[src/rtl/ex_wb_skid.sv]
// ex_wb_skid: two-entry skid buffer between execute and writeback with flag generation
module ex_wb_skid (
    input  logic        clk,
    input  logic        rst_n,
    input  logic        ex_valid,
    output logic        ex_ready,
    input  logic [31:0] ex_src1,
    input  logic [31:0] ex_src2,
    input  logic [31:0] ex_result,
    input  logic [2:0]  ex_dest,
    input  logic        ex_wen,
    input  logic        flush,
    output logic        wb_valid,
    input  logic        wb_ready,
    output logic [31:0] wb_result,
    output logic [2:0]  wb_dest,
    output logic        wb_wen,
    output logic [3:0]  wb_flags,
    output logic [15:0] wb_count
);
    typedef enum logic [1:0] {EMPTY, BUSY, FULL} state_t;

    state_t      r_state, w_next;
    logic [31:0] r_main_result, r_skid_result;
    logic [2:0]  r_main_dest, r_skid_dest;
    logic        r_main_wen, r_skid_wen;
    logic [3:0]  r_main_flags, r_skid_flags, w_flags;
    logic [15:0] r_count;
    logic        w_in, w_out, w_ld_main_in, w_ld_main_skid, w_ld_skid;

    assign w_flags   = {(ex_src1[31] == ex_src2[31]) && (ex_result[31] != ex_src1[31]),
                        ex_result[31], ex_result == 32'd0, ex_result < ex_src1};
    assign ex_ready  = rst_n && (r_state != FULL);
    assign wb_valid  = r_state != EMPTY;
    assign w_in      = ex_valid && ex_ready;
    assign w_out     = wb_valid && wb_ready;
    assign wb_result = r_main_result;
    assign wb_dest   = r_main_dest;
    assign wb_wen    = r_main_wen;
    assign wb_flags  = r_main_flags;
    assign wb_count  = r_count;

    // next state and payload steering; a flush discards every transfer this cycle
    always_comb begin
        w_next         = r_state;
        w_ld_main_in   = 1'b0;
        w_ld_main_skid = 1'b0;
        w_ld_skid      = 1'b0;
        if (flush) begin
            w_next = EMPTY;
        end else begin
            case (r_state)
                EMPTY: if (w_in) begin
                    w_next       = BUSY;
                    w_ld_main_in = 1'b1;
                end
                BUSY: if (w_in && w_out) begin
                    w_ld_main_in = 1'b1;
                end else if (w_in) begin
                    w_next    = FULL;
                    w_ld_skid = 1'b1;
                end else if (w_out) begin
                    w_next = EMPTY;
                end
                FULL: if (w_out) begin
                    w_next         = BUSY;
                    w_ld_main_skid = 1'b1;
                end
                default: w_next = EMPTY;
            endcase
        end
    end

    // state register and retirement counter
    always_ff @(posedge clk or negedge rst_n) begin
        if (!rst_n) begin
            r_state <= EMPTY;
            r_count <= 16'd0;
        end else begin
            r_state <= w_next;
            if (w_out && !flush) r_count <= r_count + 16'd1;
        end
    end

    // main entry: loads from input or promotes the skid entry
    always_ff @(posedge clk or negedge rst_n) begin
        if (!rst_n) begin
            r_main_result <= 32'd0;
            r_main_dest   <= 3'd0;
            r_main_wen    <= 1'b0;
            r_main_flags  <= 4'd0;
        end else if (w_ld_main_in) begin
            r_main_result <= ex_result;
            r_main_dest   <= ex_dest;
            r_main_wen    <= ex_wen;
            r_main_flags  <= w_flags;
        end else if (w_ld_main_skid) begin
            r_main_result <= r_skid_result;
            r_main_dest   <= r_skid_dest;
            r_main_wen    <= r_skid_wen;
            r_main_flags  <= r_skid_flags;
        end
    end

    // skid entry: catches the input arriving while main is stalled
    always_ff @(posedge clk or negedge rst_n) begin
        if (!rst_n) begin
            r_skid_result <= 32'd0;
            r_skid_dest   <= 3'd0;
            r_skid_wen    <= 1'b0;
            r_skid_flags  <= 4'd0;
        end else if (w_ld_skid) begin
            r_skid_result <= ex_result;
            r_skid_dest   <= ex_dest;
            r_skid_wen    <= ex_wen;
            r_skid_flags  <= w_flags;
        end
    end
endmodule

[config.mk]
export PLATFORM = sky130hd
export DESIGN_NAME = ex_wb_skid
export DESIGN_NICKNAME = d
export VERILOG_FILES = /design/src/rtl/ex_wb_skid.sv
export SDC_FILE = /design/constraint.sdc
export NUM_CORES = 1
export LEC_CHECK = 0
export ABC_AREA = 1
export CAP_MARGIN = 20
export CORE_UTILIZATION = 45
export CTS_CLUSTER_SIZE = 16
export DETAILED_ROUTE_END_ITERATION = 8
export GPL_ROUTABILITY_DRIVEN = 1
export PLACE_DENSITY = 0.74
export SETUP_SLACK_MARGIN = 0.15
export SLEW_MARGIN = 30
export SYNTH_ARGS = -nofsm -noshare
export SYNTH_HDL_FRONTEND = slang
export SYNTH_SLANG_ARGS = --single-unit
export TNS_END_PERCENT = 100
[constraint.sdc]
create_clock -name clk -period 2 [get_ports clk]
set_input_delay 0.6 -clock clk [delete_from_list [all_inputs] [get_ports clk]]
set_output_delay 0.6 -clock clk [all_outputs]
set_load 0.02 [all_outputs]
==> flow_results.xml <==
<?xml version="1.0" encoding="UTF-8"?>
<metrics>
  <group name="cells_and_area">
    <metric name="fin_area" unit="mm²">0.00765</metric>
    <metric name="design.final.nets" unit="">897</metric>
    <metric name="area_used_by_multi_input_combinational_logic" unit="mm²">0.00261</metric>
    <metric name="syn2layout_area_growth" unit="%">48.0</metric>
    <metric name="mostFrequentLayoutCell" unit="">nand2_1</metric>
    <metric name="layout.filler_cells" unit="">854</metric>
    <metric name="layout_common_cells" unit="">nand2_1, dfrtp_1, inv_1, dlygate4sd2_1, buf_4</metric>
    <metric name="drive_gt1_share" unit="%">23.3</metric>
    <metric name="postLayoutCoreUtil" unit="%">69.4</metric>
    <metric name="area.sequential" unit="mm²">0.00240</metric>
  </group>
  <group name="sta">
    <metric name="grt_setup_unrepaired" unit="">yes</metric>
    <metric name="final_min_period_over_clock_period" unit="%">93.4</metric>
    <metric name="timing_max_transition_violations_final" unit="">0</metric>
    <metric name="post-route-min-period" unit="ns">1.87</metric>
    <metric name="timing.slew.headroom" unit="%">54.3</metric>
    <metric name="setup-violations-final" unit="">0</metric>
    <metric name="report.final.hold_viol_count" unit="">0</metric>
    <metric name="setup_total_negative_slack" unit="ns">0</metric>
    <metric name="worstMarginPinSlew" unit="ns">0.686</metric>
    <metric name="timing.clock.skew" unit="ns">0.00763</metric>
    <metric name="max_clock_freq" unit="GHz">0.535</metric>
  </group>
  <group name="power">
    <metric name="total_power" unit="µW">6840</metric>
    <metric name="power.density" unit="mW/mm²">893</metric>
    <metric name="clock_power_share" unit="%">25.9</metric>
    <metric name="power.static_leakage" unit="µW">0.00405</metric>
    <metric name="power_frac_seq" unit="%">42.7</metric>
    <metric name="irDropWorstVdd" unit="mV">0.499</metric>
    <metric name="p_switching" unit="µW">2290</metric>
    <metric name="internal-power" unit="µW">4550</metric>
    <metric name="power.switching_fraction" unit="%">33.4</metric>
    <metric name="comb_power_share" unit="%">31.4</metric>
  </group>
  <group name="floorplan">
    <metric name="initial_standard_cell_utilization_of_the_core" unit="%">46.9</metric>
    <metric name="die_area" unit="mm²">0.0119</metric>
    <metric name="floorplan_row_count" unit="">38</metric>
    <metric name="core_area" unit="mm²">0.0110</metric>
    <metric name="fp.dieW" unit="µm">109</metric>
    <metric name="die_height" unit="µm">109</metric>
    <metric name="top_level_ports" unit="">163</metric>
  </group>
  <group name="placed_design">
    <metric name="port-buffer-count" unit="">131</metric>
    <metric name="globalplace.congestion" unit="">0.841</metric>
    <metric name="dp.final_hpwl" unit="mm">9.73</metric>
    <metric name="post_dp_cell_area" unit="mm²">0.00707</metric>
  </group>
  <group name="outcome">
    <metric name="run_status" unit="">complete, no violations</metric>
  </group>
  <group name="worst_setup_path">
    <metric name="end_kind" unit="">flip-flop</metric>
    <metric name="worst_path_most_repeated_cell" unit="">nand2_1</metric>
    <metric name="cp_max_fo" unit="">2</metric>
    <metric name="timing.rr.start" unit="">r_state[0]</metric>
    <metric name="start_kind" unit="">input pin</metric>
    <metric name="crit_required" unit="ns">2.27</metric>
    <metric name="timing.reg2reg.worst_path_depth" unit="">10</metric>
    <metric name="path_class" unit="">in2reg</metric>
    <metric name="ff2ff_setup_slack" unit="ns">0.28</metric>
    <metric name="critical_path_arrival" unit="ns">2.13</metric>
    <metric name="worstPathCellList" unit="">clkdlybuf4s50_1, inv_1, ha_2, a21oi_2, nor2_1, nor3_2, nand2_1, nand2_1, nand2_2, nand2_1, nand2_1, o21ai_1</metric>
    <metric name="cp_slowest_stage_delay" unit="ns">0.46</metric>
    <metric name="slowest_cell_on_crit_path" unit="">clkdlybuf4s50_1</metric>
    <metric name="family_of_cells_with_the_greatest_summed_delay_on_the_critical_path" unit="">simple AND/OR/NAND/NOR gates</metric>
    <metric name="critical_path.reg2reg.endpoint" unit="">wb_result[5]</metric>
    <metric name="path_buf_inv" unit="">2</metric>
  </group>
  <group name="route">
    <metric name="antenna_violating_nets_left" unit="">0</metric>
    <metric name="top_signal_layer_used" unit="">met4</metric>
    <metric name="detailroute.wirelength.met2" unit="mm">6.84</metric>
    <metric name="first_pass_detailed_route_iteration_total" unit="">4</metric>
    <metric name="drt-wirelength-per-cell" unit="µm">15.1</metric>
    <metric name="vias_per_cell" unit="">5.10</metric>
    <metric name="vias" unit="">4620</metric>
    <metric name="detail_route.drc_violations" unit="">0</metric>
    <metric name="routedLengthMet1" unit="mm">5.90</metric>
    <metric name="met3_length" unit="µm">671</metric>
    <metric name="wl" unit="mm">13.7</metric>
    <metric name="detailedRoute.firstIterationViolations" unit="">240</metric>
  </group>
  <group name="clock_tree">
    <metric name="clock_buffer_depth" unit="">2</metric>
    <metric name="root_buffer" unit="">clkbuf_16</metric>
    <metric name="cts.sink_count" unit="">96</metric>
    <metric name="clock_latency_late_sink" unit="ns">0.35</metric>
    <metric name="cts_max_level" unit="">3</metric>
    <metric name="cts_tree" unit="">built</metric>
    <metric name="clk_pin_slew_worst_paths" unit="ns">0.07</metric>
    <metric name="tritoncts.num_buffers" unit="">9</metric>
  </group>
  <group name="synthesis">
    <metric name="synth_ff_type" unit="">dfrtp_1</metric>
    <metric name="synth.yosys.seq_area_share" unit="%">46.4</metric>
    <metric name="synth.cell_area" unit="mm²">0.00517</metric>
    <metric name="syn-mean-instance-area" unit="µm²">8.96</metric>
    <metric name="synth_top_cell_by_area" unit="">dfrtp_1</metric>
    <metric name="postSynthRegisterBits" unit="">96</metric>
    <metric name="postSynthNetCount" unit="">714</metric>
    <metric name="yosysWarningCount" unit="">0</metric>
    <metric name="synth_area_leaders" unit="">dfrtp_1, nand2_1, ha_1</metric>
    <metric name="synth_top_area_share" unit="%">46.4</metric>
    <metric name="synth_edf_count" unit="">0</metric>
    <metric name="synth.distinct_cells" unit="">32</metric>
    <metric name="post_synth_inst_count" unit="">577</metric>
    <metric name="asyncSetResetFlopFracSynth" unit="%">100</metric>
  </group>
  <group name="grt">
    <metric name="grt_first_pass_wirelength" unit="mm">21.6</metric>
    <metric name="via_count_of_the_first_global_routing_pass" unit="">4555</metric>
    <metric name="grt_max_degree" unit="">56</metric>
    <metric name="grt_util_all_layers" unit="%">23.4</metric>
    <metric name="grt.overflow.total" unit="">0</metric>
    <metric name="antenna_found_initial" unit="">1</metric>
  </group>
  <group name="min_path">
    <metric name="hold_path_class" unit="">in2async</metric>
  </group>
  <group name="run">
    <metric name="max-cap-violations" unit="">0</metric>
  </group>
</metrics>
[what timing repair did]
| item | CTS | global route |
|---|---|---|
| setup endpoints to repair | 61 | 9 |
| gates resized for setup | 84 | 52 |
| hold buffers | 0 | 0 |
| setup buffers | 0 | 5 |
| pin swaps | 22 | 29 |
[worst max-delay path by stage]
stage / start / endpoint / slack, ns / cells after the start
floorplan: rst_n / r_skid_dest[0] / 0.25 / 9
global placement: ex_src1[5] / r_skid_flags[0] / -0.24 / 12
detailed placement: ex_src1[5] / r_skid_flags[0] / -0.28 / 12
CTS: r_state[0] / ex_ready / 0.02 / 5
global route: ex_src1[25] / r_skid_flags[0] / 0.06 / 10
finish: ex_src1[4] / r_skid_flags[0] / 0.13 / 12
[layout make-up]
type	instances	area share, %
Clock buffer	10	3.12
Multi-Input combinational cell	374	34.1
Tap cell	140	2.29
Sequential cell	96	31.4
Timing Repair Buffer	196	24.1
Antenna cell	1	0.0327
Inverter	83	4.07
Clock inverter	6	0.883
[power groups by stage]
| stage | Clock (µW) | Combinational (µW) | Sequential [µW] |
|---|---|---|---|
| floorplan | 0 | 873 | 3210 |
| global placement | 0 | 2200 | 2920 |
| detailed placement | 0 | 2270 | 2950 |
| CTS | 1800 | 2100 | 2910 |
| global route | 1870 | 2360 | 3000 |
| finish | 1770 | 2150 | 2920 |
[synth_stat cells (6+ instances only)]
| cell type | instances |
|---|---|
| clkbuf_1 | 13 |
| nor2_1 | 14 |
| nand3_1 | 55 |
| inv_2 | 6 |
| xor2_1 | 7 |
| dfrtp_1 | 96 |
| xnor2_1 | 6 |
| mux2_4 | 8 |
| a21oi_1 | 19 |
| o211ai_2 | 20 |
| nor2_4 | 6 |
| o21ai_0 | 36 |
| ha_1 | 32 |
| inv_1 | 77 |
| o211ai_1 | 9 |
| nor4_1 | 6 |
| nand2_1 | 131 |
[flip-flops by register name, summed over array words and instances, names as in the netlist]
name and count:
r_skid_dest 3, wb_wen 1, wb_dest 3, r_skid_flags 4, r_state 2, wb_flags 4, wb_result 31, r_skid_result 31
wb_count 16, r_skid_wen 1
[cell families (layout without fill, tap and decap cells)]
logic type                 count (synthesis)  count (layout)  share of synthesized area [%]
AOI/OAI and AO/OA                         86              86                           11.8
xor gates and xnor gates                  13              13                           2.20
adders and majority gates                 32              32                           7.74
buffers and inverters                    107             295                           8.47
DFF                                       96              96                           46.4
muxes                                      8               8                           2.32
other                                      0               1                              0
and+or+nand+nor                          235             235                           21.1
[routing by layer]
metal,GRT usage (%),vias up
li1,-,2263
met3,4.06,27
met4,7.71,0
met1,29.5,2193
met5,0,-
met2,40.4,137
[metrics by stage]
step | cells | worst slack [ns] | hold WS (ns)
after global routing | 905 | 0.0613 | 0.447
after CTS | 900 | 0.0160 | 0.422
after floorplan | 577 | 0.249 | 0.304
after global placement | 884 | -0.244 | 0.466
final | 906 | 0.132 | 0.387
after detailed placement | 884 | -0.278 | 0.474
Power figures use the tool's default switching activity.
